## config.mk

```make
export PLATFORM = sky130hd
export DESIGN_NAME = reg_file_mp
export DESIGN_NICKNAME = d
export VERILOG_FILES = /design/src/rtl/reg_file_mp.sv
export SDC_FILE = /design/constraint.sdc
export NUM_CORES = 2
export LEC_CHECK = 0
export CAP_MARGIN = 25
export CORE_ASPECT_RATIO = 1.5
export CORE_MARGIN = 1.5
export CORE_UTILIZATION = 45
export DETAILED_ROUTE_END_ITERATION = 6
export GPL_ROUTABILITY_DRIVEN = 0
export PLACE_DENSITY_LB_ADDON = 0.3
export RECOVER_POWER = 25
export SKIP_LAST_GASP = 1
export SYNTH_ARGS = -nofsm -noshare
export SYNTH_HDL_FRONTEND = slang
export SYNTH_SLANG_ARGS = --single-unit
```

## constraint.sdc

```tcl
create_clock -name clk -period 41 [get_ports clk]
set_clock_uncertainty 0.2 [all_clocks]
set_input_delay 6.15 -clock clk [delete_from_list [all_inputs] [get_ports clk]]
set_output_delay 6.15 -clock clk [all_outputs]
set_load 0.005 [all_outputs]
```

## src/rtl/reg_file_mp.sv

```systemverilog
// ---------------------------------------------------------------------------
// reg_file_mp -- multi-port register file with scoreboard
//
// Purpose:
//   2^AW x DW register file with two prioritised write ports and NR
//   combinational read ports. Every read port sees same-cycle write data
//   through a bypass. A busy bit per register is set by a reservation at
//   issue and cleared by writeback. The pipeline uses this bit for hazard
//   detection. Register 0 is hard-wired to zero and is never busy.
//
// Parameters:
//   DW  data width in bits
//   AW  address width (depth = 2^AW)
//   NR  number of read ports (1..4)
//
// Ports:
//   clk    rising-edge clock
//   rstd   asynchronous active-high reset
//   ra     NR packed read addresses, port k at [k*AW +: AW]
//   rr     NR packed read data,      port k at [k*DW +: DW]
//   rbusy  busy view of the register on each read port (post-bypass)
//   we0/wa0/wd0  write port 0 (lower priority)
//   we1/wa1/wd1  write port 1 (wins on an address clash)
//   rsv/rsv_a    reserve request: mark register rsv_a busy
//   wcol   registered pulse: both ports wrote the same nonzero address
//   nbusy  registered count of busy registers
// ---------------------------------------------------------------------------
module reg_file_mp #(
  parameter int DW = 32,
  parameter int AW = 5,
  parameter int NR = 2
) (
  input  logic             clk,
  input  logic             rstd,
  input  logic [NR*AW-1:0] ra,
  output logic [NR*DW-1:0] rr,
  output logic [NR-1:0]    rbusy,
  input  logic             we0,
  input  logic [AW-1:0]    wa0,
  input  logic [DW-1:0]    wd0,
  input  logic             we1,
  input  logic [AW-1:0]    wa1,
  input  logic [DW-1:0]    wd1,
  input  logic             rsv,
  input  logic [AW-1:0]    rsv_a,
  output logic             wcol,
  output logic [AW:0]      nbusy
);

  localparam int DEPTH = 1 << AW;
  localparam logic [AW-1:0] ZERO_A = {AW{1'b0}};

  // Population count of the busy vector; bit 0 is always clear so the
  // result never exceeds DEPTH-1.
  function automatic logic [AW:0] popcount(input logic [DEPTH-1:0] v);
    logic [AW:0] c;
    c = {(AW+1){1'b0}};
    for (int i = 0; i < DEPTH; i++) begin
      c = c + {{AW{1'b0}}, v[i]};
    end
    return c;
  endfunction

  // Storage and scoreboard state
  logic [DW-1:0]    mem_r [DEPTH];
  logic [DEPTH-1:0] busy_r;
  logic [AW:0]      nbusy_r;
  logic             wcol_r;

  // Qualified requests: anything aimed at register 0 is dropped here, so
  // nothing downstream has to special-case it again.
  logic             wr0_s;
  logic             wr1_s;
  logic             rsv_s;
  logic [DEPTH-1:0] busy_nxt_s;
  logic             wcol_nxt_s;

  assign wr0_s = we0 & (wa0 != ZERO_A);
  assign wr1_s = we1 & (wa1 != ZERO_A);
  assign rsv_s = rsv & (rsv_a != ZERO_A);

  // Next busy vector: a reservation beats a writeback on the same register
  // because the new producer supersedes the one that is retiring.
  always_comb begin
    busy_nxt_s = busy_r;
    for (int a = 1; a < DEPTH; a++) begin
      if (rsv_s && (rsv_a == AW'(a))) begin
        busy_nxt_s[a] = 1'b1;
      end else if ((wr0_s && (wa0 == AW'(a))) || (wr1_s && (wa1 == AW'(a)))) begin
        busy_nxt_s[a] = 1'b0;
      end else begin
        busy_nxt_s[a] = busy_r[a];
      end
    end
    busy_nxt_s[0] = 1'b0;
  end

  // A collision is only meaningful for a real register; writes to r0 are
  // discarded and must not raise the flag.
  always_comb begin
    wcol_nxt_s = we0 & we1 & (wa0 == wa1) & (wa0 != ZERO_A);
  end

  // Scoreboard, busy count and collision flag registers
  always_ff @(posedge clk or posedge rstd) begin
    if (rstd) begin
      busy_r  <= {DEPTH{1'b0}};
      nbusy_r <= {(AW+1){1'b0}};
      wcol_r  <= 1'b0;
    end else begin
      busy_r  <= busy_nxt_s;
      nbusy_r <= popcount(busy_nxt_s);
      wcol_r  <= wcol_nxt_s;
    end
  end

  // Register storage; port 1 is tested first so it wins an address clash
  always_ff @(posedge clk or posedge rstd) begin
    if (rstd) begin
      for (int a = 0; a < DEPTH; a++) begin
        mem_r[a] <= {DW{1'b0}};
      end
    end else begin
      for (int a = 1; a < DEPTH; a++) begin
        if (wr1_s && (wa1 == AW'(a))) begin
          mem_r[a] <= wd1;
        end else if (wr0_s && (wa0 == AW'(a))) begin
          mem_r[a] <= wd0;
        end else begin
          mem_r[a] <= mem_r[a];
        end
      end
    end
  end

  assign wcol  = wcol_r;
  assign nbusy = nbusy_r;

  // Read ports: one bypass mux and busy view per port
  for (genvar k = 0; k < NR; k++) begin : g_rd
    logic [AW-1:0] addr_s;
    logic          hit0_s;
    logic          hit1_s;
    logic          rsv_hit_s;
    logic [DW-1:0] data_s;
    logic          busy_s;

    assign addr_s    = ra[k*AW +: AW];
    assign hit0_s    = wr0_s & (wa0 == addr_s);
    assign hit1_s    = wr1_s & (wa1 == addr_s);
    assign rsv_hit_s = rsv_s & (rsv_a == addr_s);

    // Read data: the bypass is suppressed while reset is held so that
    // reads in reset are zero regardless of the write ports.
    always_comb begin
      data_s = {DW{1'b0}};
      if (rstd) begin
        data_s = {DW{1'b0}};
      end else if (addr_s == ZERO_A) begin
        data_s = {DW{1'b0}};
      end else if (hit1_s) begin
        data_s = wd1;
      end else if (hit0_s) begin
        data_s = wd0;
      end else begin
        data_s = mem_r[addr_s];
      end
    end

    // Busy view: a writeback this cycle retires the hazard early unless a
    // reservation for the same register is arriving at the same time.
    // A fresh reservation on an idle register shows up next cycle.
    always_comb begin
      busy_s = 1'b0;
      if (rstd) begin
        busy_s = 1'b0;
      end else if (addr_s == ZERO_A) begin
        busy_s = 1'b0;
      end else if ((hit0_s || hit1_s) && !rsv_hit_s) begin
        busy_s = 1'b0;
      end else begin
        busy_s = busy_r[addr_s];
      end
    end

    assign rr[k*DW +: DW] = data_s;
    assign rbusy[k]       = busy_s;
  end

endmodule

```

==> flow_results.xml <==
<?xml version="1.0" encoding="UTF-8"?>
<metrics>
  <group name="clock_tree">
    <metric name="number_of_cts_inserted_buffers" unit="">106</metric>
    <metric name="cts_setup_buffers" unit="">0</metric>
    <metric name="cts-hold-fix-buffers" unit="">0</metric>
    <metric name="post_cts_resize_count" unit="">0</metric>
    <metric name="tritoncts" unit="">built</metric>
    <metric name="clkSlewWorstSetupHoldPaths" unit="ns">0.06</metric>
    <metric name="clk-insertion-delay-late" unit="ns">0.74</metric>
    <metric name="htree_levels" unit="">3</metric>
    <metric name="clk_path_buf_depth" unit="">3</metric>
    <metric name="clock-root-buffer" unit="">clkbuf_16</metric>
    <metric name="tritoncts_num_sinks" unit="">1030</metric>
  </group>
  <group name="timing">
    <metric name="rel_slew_slack" unit="%">-224</metric>
    <metric name="finalHoldViolations" unit="">0</metric>
    <metric name="final.hold.worst_slack" unit="ns">0.301</metric>
    <metric name="total_negative_slack_for_setup_checks" unit="ns">0</metric>
    <metric name="post-route-min-period" unit="ns">19.21</metric>
    <metric name="least_margin_pin_slew" unit="ns">4.86</metric>
    <metric name="grt_setup_unrepaired" unit="">no</metric>
    <metric name="min_period_over_period" unit="%">46.9</metric>
    <metric name="maximum_frequency_from_static_timing_analysis" unit="MHz">52.0</metric>
    <metric name="timing.final.setup_violations" unit="">0</metric>
    <metric name="finalMaxSlewViolations" unit="">773</metric>
  </group>
  <group name="yosys">
    <metric name="postSynth.asyncResetShare" unit="%">100</metric>
    <metric name="synth.net_count" unit="">6491</metric>
    <metric name="synthesis.instances" unit="">6367</metric>
    <metric name="synth.ff_latch_count" unit="">1030</metric>
    <metric name="yosys.cell_types.count" unit="">68</metric>
    <metric name="ys.warnings.count" unit="">32</metric>
    <metric name="synth_area" unit="sq um">66400</metric>
    <metric name="yosys_most_used_dff" unit="">dfrtp_1</metric>
    <metric name="synth.avg_cell_area" unit="sq um">10.4</metric>
    <metric name="synth_seq_area_share" unit="%">38.8</metric>
    <metric name="synth-edff-count" unit="">0</metric>
  </group>
  <group name="global_route">
    <metric name="antenna_found_initial" unit="">10</metric>
    <metric name="grt_max_degree" unit="">176</metric>
    <metric name="first_global_vias" unit="">54500</metric>
    <metric name="globalRouteOverflowTotal" unit="">0</metric>
    <metric name="first_pass_grt_wire_length" unit="microns">395000</metric>
    <metric name="gr-usage-all-layers" unit="%">36.6</metric>
  </group>
  <group name="flow_run">
    <metric name="maxCapViolations" unit="">18</metric>
  </group>
  <group name="worst_setup_path">
    <metric name="worst-endpoint-required" unit="ns">34.65</metric>
    <metric name="critical-path-top-delay-family" unit="">buffers and inverters</metric>
    <metric name="master_of_the_slowest_instance_on_the_critical_path" unit="">clkinvlp_2</metric>
    <metric name="type_of_the_worst_setup_path" unit="">input port to output pin</metric>
    <metric name="critPathCaptureType" unit="">output pin</metric>
    <metric name="cpPeakStageDelay" unit="ns">2.97</metric>
    <metric name="timing.critical_path.buf_inv" unit="">4</metric>
    <metric name="worst_ep_arrival_time" unit="ns">12.86</metric>
    <metric name="critical_path.max_fanout" unit="">75</metric>
    <metric name="crit_path_start_kind" unit="">input port</metric>
    <metric name="crit_path_cell_trace" unit="">dlygate4sd3_1, clkinvlp_2, o21ai_4, buf_4, o21ai_0, clkdlybuf4s50_1</metric>
  </group>
  <group name="route">
    <metric name="totalWireLength" unit="microns">276000</metric>
    <metric name="highest-signal-layer" unit="">met5</metric>
    <metric name="routed-wl-met2" unit="microns">117000</metric>
    <metric name="post_drt_via_cell_ratio" unit="">6.91</metric>
    <metric name="met3_wirelength" unit="microns">38700</metric>
    <metric name="drt_pass1_iterations" unit="">7</metric>
    <metric name="wl_per_cell" unit="microns">34.3</metric>
    <metric name="m1WireLength" unit="microns">96000</metric>
    <metric name="drtAntennaViolNets" unit="">0</metric>
    <metric name="drcViolationCount" unit="">0</metric>
    <metric name="drt-initial-drc-count" unit="">8896</metric>
    <metric name="via_count" unit="">55600</metric>
  </group>
  <group name="floorplanning">
    <metric name="die_h" unit="microns">474</metric>
    <metric name="coreArea" unit="sq um">147000</metric>
    <metric name="rows" unit="">172</metric>
    <metric name="boundaryPins" unit="">167</metric>
    <metric name="chipWidth" unit="microns">317</metric>
    <metric name="floorplan.initialDensity" unit="%">45.3</metric>
    <metric name="floorplan.die_area" unit="sq um">150000</metric>
  </group>
  <group name="layout">
    <metric name="register_area" unit="sq um">25800</metric>
    <metric name="filler_cell_count" unit="">13000</metric>
    <metric name="layout.cells.most_common" unit="">mux2i_1</metric>
    <metric name="final_net_count" unit="">6168</metric>
    <metric name="most-common-layout-cells" unit="">mux2i_1, dfrtp_1, nor2_1, a21oi_1, mux4_2</metric>
    <metric name="multi_input_comb_area" unit="sq um">37500</metric>
    <metric name="drive_above_1_share" unit="%">16.5</metric>
    <metric name="area.growth.synth_to_final" unit="%">9.84</metric>
  </group>
  <group name="power">
    <metric name="power.share.switching" unit="%">33.9</metric>
    <metric name="seq_power_share" unit="%">39.9</metric>
    <metric name="power_density" unit="nW/um^2">51.9</metric>
    <metric name="comb_power_share" unit="%">32.3</metric>
    <metric name="internal-power" unit="uW">2500</metric>
    <metric name="clock_network_power_share" unit="%">27.8</metric>
    <metric name="ir_worst_vdd" unit="mV">0.120</metric>
    <metric name="switching_power" unit="uW">1280</metric>
    <metric name="p_leak" unit="uW">0.0315</metric>
  </group>
  <group name="placed_design">
    <metric name="portBuffers" unit="">166</metric>
    <metric name="hpwl" unit="microns">154000</metric>
  </group>
  <group name="status">
    <metric name="violations" unit="">capacitance limit, slew limit</metric>
    <metric name="status" unit="">complete, but fails checks</metric>
  </group>
  <group name="min_path">
    <metric name="hold_path_class" unit="">register to register</metric>
  </group>
</metrics>
==> layout make-up <==
type	count	area share [%]
timing repair buffer	369	4.64
tap	1914	3.28
clock inverter	51	0.837
antenna	6	0.0206
sequential	1030	35.3
inverter	58	0.304
clock buffer	145	4.20
multi-input combinational	4479	51.4
==> metrics by stage <==
| step | total power (uW) | setup WS, ns | utilization [%] | area [sq um] | instances |
|---|---|---|---|---|---|
| floorplan | 2330 | 1.40 | - | 66400 | 6367 |
| global placement | 2680 | 23.53 | 47.2 | 69200 | 7837 |
| detailed placement | 2730 | 23.51 | 47.2 | 69200 | 7841 |
| CTS | 3770 | 23.50 | 49.7 | 72900 | 8037 |
| global route | 3960 | 21.29 | 49.8 | 72900 | 8048 |
| finish | 3790 | 21.79 | 49.8 | 73000 | 8052 |
==> per-layer routing <==
| metal | global-route usage [%] | vias up |
|---|---|---|
| li1 | - | 22500 |
| met1 | 45.5 | 27400 |
| met2 | 52.3 | 4422 |
| met3 | 13.1 | 1313 |
| met4 | 26.9 | 18 |
| met5 | 0.461 | - |
==> synthesized netlist by cell type, types with 6 or more instances <==
cell | number | area, sq um
o22ai_1 | 46 | 288
a211oi_1 | 8 | 60.1
buf_1 | 98 | 368
o32ai_1 | 8 | 70.1
mux4_2 | 508 | 11400
xor2_1 | 12 | 105
mux2i_1 | 1076 | 10800
a32o_1 | 11 | 110
buf_2 | 181 | 906
dfrtp_1 | 1030 | 25800
nand2_1 | 515 | 1930
and2_1 | 7 | 43.8
nor2b_1 | 24 | 150
a221o_1 | 8 | 80.1
a21o_1 | 9 | 67.6
a32oi_1 | 19 | 166
a22o_1 | 8 | 70.1
o21ai_0 | 458 | 2290
mux2_2 | 53 | 597
nand3_1 | 22 | 110
ha_1 | 7 | 87.6
nor4_1 | 13 | 81.3
a21oi_1 | 681 | 3410
fa_1 | 23 | 460
nor3b_1 | 9 | 67.6
nand2b_1 | 14 | 87.6
xnor2_1 | 26 | 228
inv_1 | 56 | 210
nor2_1 | 692 | 2600
a221oi_1 | 30 | 263
a31oi_1 | 9 | 56.3
a22oi_1 | 53 | 398
clkbuf_1 | 487 | 1830
a2111oi_0 | 18 | 158
a222oi_1 | 6 | 60.1
and3_1 | 10 | 62.6
nor3_1 | 38 | 190
buf_4 | 29 | 218
==> state kept, by name, summed over array words and instances (netlist names) <==
name and count:
nbusy 6, wcol 1, busy_r 31, mem_r 992
==> power groups by stage <==
| stage | Combinational, uW | Sequential [uW] | Clock [uW] |
|---|---|---|---|
| CTS | 1210 | 1500 | 1050 |
| floorplan | 882 | 1450 | 0 |
| detailed placement | 1210 | 1520 | 0 |
| global placement | 1180 | 1500 | 0 |
| finish | 1220 | 1510 | 1050 |
| global route | 1330 | 1540 | 1090 |
==> worst reg2reg max path: cells and delay by family, from the launching register on <==
| family | cells | cell delay [ns] |
|---|---|---|
| compound gates | 3 | 0.81 |
| xor+xnor | 1 | 0.20 |
| fa+ha+maj | 8 | 3.65 |
| buf+inv | 3 | 0.18 |
| flops | 1 | 0.40 |
==> kinds of logic (layout without fill, tap and decap cells) <==
group                      count (synthesis)  count (layout)  synth area share [%]
DFF                                     1030            1030                  38.8
muxes                                   1637            1637                  34.3
adders and majority gates                 30              30                 0.825
and+or+nand+nor                         1371            1371                  8.35
buffers and inverters                    858             623                  5.38
other                                      0               6                     0
xor gates and xnor gates                  38              38                 0.501
AOI/OAI and AO/OA                       1403            1403                  11.8
==> path summary, 6_finish.rpt <==
path                                   startpoint                      to  slack [ns]  cells after the start
setup / recovery                             rstd                  rr[30]       21.79                      6
hold / removal             mem_r[184]$_DFFE_PP0P_  mem_r[184]$_DFFE_PP0P_        0.30                      2
setup reg to reg             busy_r[16]$_DFF_PP0_      nbusy[4]$_DFF_PP0_       35.45                     15
hold reg to reg            mem_r[184]$_DFFE_PP0P_  mem_r[184]$_DFFE_PP0P_        0.30                      2
max in group asynchronous                    rstd     busy_r[5]$_DFF_PP0_       25.09                      7
min in group asynchronous                    rstd  mem_r[753]$_DFFE_PP0P_        7.08                      2
Power figures use the tool's default switching activity.
